[src/rtl/imem_port_arbiter_if.sv]
// Handshake bundle between the fetch port, the debug port and the shared imem
// read port. slave = arbiter side, master = requesters/ROM side.
interface imem_port_arbiter_if #(
  parameter int unsigned AW = 6,
  parameter int unsigned DW = 32
);
  logic          f_req_valid;
  logic [AW-1:0] f_req_addr;
  logic          f_req_ready;
  logic          f_rsp_valid;
  logic [DW-1:0] f_rsp_data;
  logic [AW-1:0] f_rsp_addr;
  logic          f_rsp_ready;

  logic          d_req_valid;
  logic [AW-1:0] d_req_addr;
  logic          d_req_ready;
  logic          d_rsp_valid;
  logic [DW-1:0] d_rsp_data;
  logic [AW-1:0] d_rsp_addr;
  logic          d_rsp_ready;

  logic [AW-1:0] imem_addr;
  logic [DW-1:0] imem_q;
  logic          busy;

  modport slave (
    input  f_req_valid, f_req_addr, f_rsp_ready,
    input  d_req_valid, d_req_addr, d_rsp_ready,
    input  imem_q,
    output f_req_ready, f_rsp_valid, f_rsp_data, f_rsp_addr,
    output d_req_ready, d_rsp_valid, d_rsp_data, d_rsp_addr,
    output imem_addr, busy
  );

  modport master (
    output f_req_valid, f_req_addr, f_rsp_ready,
    output d_req_valid, d_req_addr, d_rsp_ready,
    output imem_q,
    input  f_req_ready, f_rsp_valid, f_rsp_data, f_rsp_addr,
    input  d_req_ready, d_rsp_valid, d_rsp_data, d_rsp_addr,
    input  imem_addr, busy
  );
endinterface

[src/rtl/imem_port_arbiter.sv]
// Two-port arbiter for the combinational instruction ROM: fetch has priority,
// debug gets a forced grant after MAX_WAIT consecutive lost cycles.
module imem_port_arbiter #(
  parameter int unsigned AW       = 6,
  parameter int unsigned DW       = 32,
  parameter int unsigned MAX_WAIT = 4
) (
  input logic               clk,
  input logic               reset,
  imem_port_arbiter_if.slave bus
);

  localparam logic [3:0] MAX_W = 4'(MAX_WAIT);

  logic          f_elig, d_elig;
  logic          grant_f, grant_d;
  logic [AW-1:0] gnt_addr;

  logic [3:0]    wait_q, wait_d;
  logic [AW-1:0] last_addr_q, last_addr_d;

  logic          f_vld_q, f_vld_d;
  logic [DW-1:0] f_data_q, f_data_d;
  logic [AW-1:0] f_addr_q, f_addr_d;
  logic          d_vld_q, d_vld_d;
  logic [DW-1:0] d_data_q, d_data_d;
  logic [AW-1:0] d_addr_q, d_addr_d;

  // Gating eligibility with reset keeps ready/busy/imem_addr at 0 during reset.
  always_comb begin
    f_elig   = reset && bus.f_req_valid && (!f_vld_q || bus.f_rsp_ready);
    d_elig   = reset && bus.d_req_valid && (!d_vld_q || bus.d_rsp_ready);
    grant_d  = d_elig && (!f_elig || (wait_q == MAX_W));
    grant_f  = f_elig && !grant_d;
    gnt_addr = grant_d ? bus.d_req_addr : bus.f_req_addr;
  end

  always_comb begin
    wait_d      = '0;
    last_addr_d = last_addr_q;
    f_vld_d     = f_vld_q;
    f_data_d    = f_data_q;
    f_addr_d    = f_addr_q;
    d_vld_d     = d_vld_q;
    d_data_d    = d_data_q;
    d_addr_d    = d_addr_q;

    if (d_elig && !grant_d) begin
      wait_d = (wait_q == MAX_W) ? wait_q : wait_q + 4'd1;
    end

    if (grant_f || grant_d) begin
      last_addr_d = gnt_addr;
    end

    if (grant_f) begin
      f_vld_d  = 1'b1;
      f_data_d = bus.imem_q;
      f_addr_d = bus.f_req_addr;
    end else if (f_vld_q && bus.f_rsp_ready) begin
      f_vld_d = 1'b0;
    end

    if (grant_d) begin
      d_vld_d  = 1'b1;
      d_data_d = bus.imem_q;
      d_addr_d = bus.d_req_addr;
    end else if (d_vld_q && bus.d_rsp_ready) begin
      d_vld_d = 1'b0;
    end
  end

  always_ff @(posedge clk or negedge reset) begin
    if (!reset) begin
      wait_q      <= '0;
      last_addr_q <= '0;
      f_vld_q     <= 1'b0;
      f_data_q    <= '0;
      f_addr_q    <= '0;
      d_vld_q     <= 1'b0;
      d_data_q    <= '0;
      d_addr_q    <= '0;
    end else begin
      wait_q      <= wait_d;
      last_addr_q <= last_addr_d;
      f_vld_q     <= f_vld_d;
      f_data_q    <= f_data_d;
      f_addr_q    <= f_addr_d;
      d_vld_q     <= d_vld_d;
      d_data_q    <= d_data_d;
      d_addr_q    <= d_addr_d;
    end
  end

  assign bus.imem_addr   = (grant_f || grant_d) ? gnt_addr : last_addr_q;
  assign bus.f_req_ready = grant_f;
  assign bus.d_req_ready = grant_d;
  assign bus.busy        = grant_f | grant_d;
  assign bus.f_rsp_valid = f_vld_q;
  assign bus.f_rsp_data  = f_data_q;
  assign bus.f_rsp_addr  = f_addr_q;
  assign bus.d_rsp_valid = d_vld_q;
  assign bus.d_rsp_data  = d_data_q;
  assign bus.d_rsp_addr  = d_addr_q;

endmodule

[src/flat_wrapper.sv]
// flat-port wrapper written by rule: the top's interface ports become plain ports
module imem_port_arbiter_flat 
#(
  parameter int unsigned AW       = 6,
  parameter int unsigned DW       = 32,
  parameter int unsigned MAX_WAIT = 4
)
  (clk, reset, bus_f_req_valid, bus_f_req_addr, bus_f_rsp_ready, bus_d_req_valid, bus_d_req_addr, bus_d_rsp_ready, bus_imem_q, bus_f_req_ready, bus_f_rsp_valid, bus_f_rsp_data, bus_f_rsp_addr, bus_d_req_ready, bus_d_rsp_valid, bus_d_rsp_data, bus_d_rsp_addr, bus_imem_addr, bus_busy);
  imem_port_arbiter_if #(.AW(AW), .DW(DW)) bus_i ();
  input logic clk;
  input logic reset;
  input wire logic [$bits(bus_i.f_req_valid)-1:0] bus_f_req_valid;
  input wire logic [$bits(bus_i.f_req_addr)-1:0] bus_f_req_addr;
  input wire logic [$bits(bus_i.f_rsp_ready)-1:0] bus_f_rsp_ready;
  input wire logic [$bits(bus_i.d_req_valid)-1:0] bus_d_req_valid;
  input wire logic [$bits(bus_i.d_req_addr)-1:0] bus_d_req_addr;
  input wire logic [$bits(bus_i.d_rsp_ready)-1:0] bus_d_rsp_ready;
  input wire logic [$bits(bus_i.imem_q)-1:0] bus_imem_q;
  output wire logic [$bits(bus_i.f_req_ready)-1:0] bus_f_req_ready;
  output wire logic [$bits(bus_i.f_rsp_valid)-1:0] bus_f_rsp_valid;
  output wire logic [$bits(bus_i.f_rsp_data)-1:0] bus_f_rsp_data;
  output wire logic [$bits(bus_i.f_rsp_addr)-1:0] bus_f_rsp_addr;
  output wire logic [$bits(bus_i.d_req_ready)-1:0] bus_d_req_ready;
  output wire logic [$bits(bus_i.d_rsp_valid)-1:0] bus_d_rsp_valid;
  output wire logic [$bits(bus_i.d_rsp_data)-1:0] bus_d_rsp_data;
  output wire logic [$bits(bus_i.d_rsp_addr)-1:0] bus_d_rsp_addr;
  output wire logic [$bits(bus_i.imem_addr)-1:0] bus_imem_addr;
  output wire logic [$bits(bus_i.busy)-1:0] bus_busy;
  assign bus_i.f_req_valid = bus_f_req_valid;
  assign bus_i.f_req_addr = bus_f_req_addr;
  assign bus_i.f_rsp_ready = bus_f_rsp_ready;
  assign bus_i.d_req_valid = bus_d_req_valid;
  assign bus_i.d_req_addr = bus_d_req_addr;
  assign bus_i.d_rsp_ready = bus_d_rsp_ready;
  assign bus_i.imem_q = bus_imem_q;
  assign bus_f_req_ready = bus_i.f_req_ready;
  assign bus_f_rsp_valid = bus_i.f_rsp_valid;
  assign bus_f_rsp_data = bus_i.f_rsp_data;
  assign bus_f_rsp_addr = bus_i.f_rsp_addr;
  assign bus_d_req_ready = bus_i.d_req_ready;
  assign bus_d_rsp_valid = bus_i.d_rsp_valid;
  assign bus_d_rsp_data = bus_i.d_rsp_data;
  assign bus_d_rsp_addr = bus_i.d_rsp_addr;
  assign bus_imem_addr = bus_i.imem_addr;
  assign bus_busy = bus_i.busy;
  imem_port_arbiter #(.AW(AW), .DW(DW), .MAX_WAIT(MAX_WAIT)) u_core (.clk(clk), .reset(reset), .bus(bus_i));
endmodule
[config.mk]
export PLATFORM = sky130hd
export DESIGN_NAME = imem_port_arbiter_flat
export DESIGN_NICKNAME = d
export VERILOG_FILES = /design/src/rtl/imem_port_arbiter_if.sv /design/src/rtl/imem_port_arbiter.sv /design/src/flat_wrapper.sv
export SDC_FILE = /design/constraint.sdc
export NUM_CORES = 1
export LEC_CHECK = 0
export ABC_CLOCK_PERIOD_IN_PS = 4500
export CORE_UTILIZATION = 47
export DETAILED_ROUTE_END_ITERATION = 8
export HOLD_SLACK_MARGIN = 0.12
export PLACE_DENSITY_LB_ADDON = 0.08
export SETUP_SLACK_MARGIN = 0.15
export SLEW_MARGIN = 15
export SYNTH_ARGS = -nofsm -noshare
export SYNTH_HDL_FRONTEND = slang
export SYNTH_SLANG_ARGS = --single-unit
[constraint.sdc]
create_clock -name clk -period 4.5 [get_ports clk]
set_input_delay 1.125 -clock clk [delete_from_list [all_inputs] [get_ports clk]]
set_output_delay 1.125 -clock clk [all_outputs]
set_load 0.02 [all_outputs]
==> impl_metrics.tcl <==
set metrics [dict create \
    run_status "complete, no violations" \
    cp_max_fo 8 \
    ant_nets 0 \
    synthDistinctLibCells 22 \
    clkTransAtPathRegs_ns 0.08 \
    final_area_um2 5160 \
    die_area_um2 7762 \
    p_leak_nw 2.154 \
    numCtsBuffers 9 \
    placementRows 31 \
    initial_utilization_pct 48.30 \
    antenna_found_initial 0 \
    cts_hold_buf 0 \
    crit_arrival_ns 3.17 \
    post_drt_wl_per_cell_um 16.31 \
    viasPerCell 4.994 \
    finalCriticalPeriod_ns 4.295 \
    clk_path_buf_depth 2 \
    n_antenna_cell 0 \
    cp.buffers_inverters 3 \
    grt_pass1_vias 2336 \
    die_h_um 88.11 \
    nets 410 \
    grt_pass1_wl_um 11500 \
    grt-ovfl-total 0 \
    yosysSeqAreaShare_pct 63.20 \
    crit_chain "clkdlybuf4s50_1 > and2b_2 > a311oi_4 > buf_4 > and2_2 > a221o_1 > clkdlybuf4s50_1" \
    syn-num-nets 264 \
    ctsRootBufferMaster "clkbuf_8" \
    fmax_mhz 232.8 \
    drive_above_1_share_pct 31.13 \
    nFillCells 547 \
    finalCritPeriodShare_pct 95.45 \
    cp_data_required_time_ns 3.38 \
    dr.pass1.iters 4 \
    crit_path_frequent_cell "clkdlybuf4s50_1" \
    syn-instance-count 212 \
    dpl_cell_area_um2 4920 \
    cp_slowest_stage_delay_ns 0.61 \
    finalHoldViolCount 0 \
    drtIter0Drc 54 \
    setup_viol 0 \
    num_vias 2307 \
    grt_usage_pct 20.04 \
    max_slew_margin_pct 64.78 \
    startpoint_type "input pin" \
    hp-class "register to register" \
    synth-warning-count 0 \
    synth_seq_cells 88 \
    cts.sinks 88 \
    die_w_um 88.11 \
    max-vdd-ir-drop_mv 0.2840 \
    power.density_nw_per_um2 454.2 \
    finalSetupTns_ns 0 \
    grt_max_degree 85 \
    mostFrequentLayoutCell "clkdlybuf4s50_1" \
    crit_family "buffers and inverters" \
    tightestPinTransition_ns 0.5283 \
    coreArea_um2 7214 \
    rsz0062_at_grt "false" \
    finalClockSkew_ns 0.009871 \
    pin_count 137 \
    drc 0 \
    dpl.hpwl_um 5230 \
    clk_latency_ns 0.35 \
    syn_area_um2 3485 \
    worst-setup-path-type "input pin to primary output" \
    portBuffers 136 \
    cpMaxStageDelayCell "clkdlybuf4s50_1" \
    cts_tree "built" \
    wirelength_um 7537 \
    cap_viol_max_count 0 \
    cp-end-kind "primary output" \
    avgSynthCellArea_um2 16.44 \
    slew_viol_final 0 \
    routabilityCongestion 0.7576 \
    htree_levels 3 \
    area_growth_pct 48.08 \
    layout_common_cells "135 x clkdlybuf4s50_1, 88 x dfrtp_1, 66 x mux2_2, 10 x mux2_4, 10 x clkbuf_8" \
]
==> power by group <==
part	total [W]	switching (W)	internal (W)
clock	0.000554	0.000280	0.000274
sequential	0.00101	0.0000737	0.000938
combinational	0.000779	0.000353	0.000425
total	0.00234	0.000707	0.00164
==> layer usage <==
| layer | GRT usage [%] | wire, um | up-vias |
|---|---|---|---|
| li1 | - | - | 1042 |
| met1 | 25.25 | 3188 | 1171 |
| met2 | 32.35 | 3649 | 85 |
| met3 | 6.032 | 586 | 9 |
| met4 | 8.504 | 112 | 0 |
| met5 | 0 | 0 | - |
==> logic make-up (layout without fill, tap and decap cells) <==
family          Yosys count  after routing  synth area share (%)
flops                    88             88                 63.20
mux                      76             76                 25.64
simple gates             24             24                 4.309
buf+inv                  12            163                 3.016
compound gates            8              8                 2.621
fa+ha+maj                 2              2                0.7180
xor+xnor                  2              2                0.5028
==> repair_timing <==
action / in CTS / in global routing
buffers inserted: 0 / 1
endpoints found under the setup margin: 6 / 6
gates resized for setup: 1 / 1
pin swaps: 0 / 1
==> through the flow <==
stage | total power [W] | hold WS [ns] | setup slack [ns] | cells | utilization (%)
2_1_floorplan | 0.001398 | 0.4531 | 1.061 | 212 | -
3_3_place_gp | 0.001792 | 0.4826 | 0.1695 | 444 | 68.19
3_5_place_dp | 0.001807 | 0.4911 | 0.1263 | 444 | 68.19
4_1_cts | 0.002369 | 0.5012 | 0.1755 | 460 | 71.11
5_1_grt | 0.002451 | 0.5209 | 0.1490 | 462 | 71.52
6_report | 0.002344 | 0.4944 | 0.2049 | 462 | 71.52
==> cell usage after synthesis <==
master	count	area share, %
o21ai_0	1	0.14
and2b_2	1	0.25
xor2_1	1	0.25
and2_1	2	0.36
nand2b_1	1	0.18
inv_1	4	0.43
mux2_2	66	21
nand2_1	2	0.22
nand3_1	2	0.29
mux2_4	10	4.3
ha_1	2	0.72
buf_6	8	2.6
nand3b_4	1	0.57
and2_2	6	1.3
nor2_1	6	0.65
nor2_2	1	0.18
dfrtp_1	88	63
nor3_1	1	0.14
or2_2	1	0.18
a311oi_4	1	0.75
a221o_1	6	1.7
xnor2_1	1	0.25
==> cell type report <==
type / count / area [um^2] / share of cell area (%)
clock inverter: 6 / 67.56 / 1.309
timing repair buffer: 143 / 1424 / 27.59
inverter: 4 / 15.01 / 0.2910
tap: 99 / 123.9 / 2.401
multi-input combinational: 112 / 1190 / 23.06
sequential: 88 / 2202 / 42.68
clock buffer: 10 / 137.6 / 2.667
==> registers in the layout, summed over array words and instances (netlist names) <==
| signal | flops |
|---|---|
| u_core.bus.f_rsp_addr | 6 |
| u_core.bus.f_rsp_valid | 1 |
| u_core.wait_q | 4 |
| u_core.bus.f_rsp_data | 32 |
| u_core.last_addr_q | 6 |
| u_core.bus.d_rsp_data | 32 |
| u_core.bus.d_rsp_valid | 1 |
| u_core.bus.d_rsp_addr | 6 |
==> path summary, 6_finish.rpt <==
path                                  startpoint                        end  slack, ns  depth (start not counted)
worst min-delay path            u_core.wait_q[0]           u_core.wait_q[0]       0.49                          1
max in group asynchronous                  reset   u_core.bus.f_rsp_addr[1]       2.98                          3
worst max register to register  u_core.wait_q[0]  u_core.bus.d_rsp_data[20]       2.22                          7
worst min register to register  u_core.wait_q[0]           u_core.wait_q[0]       0.49                          1
min in group asynchronous                  reset     u_core.bus.f_rsp_valid       0.57                          1
worst max-delay path             bus_d_rsp_ready           bus_imem_addr[5]       0.20                          7
(Power assumes the default switching activity.)
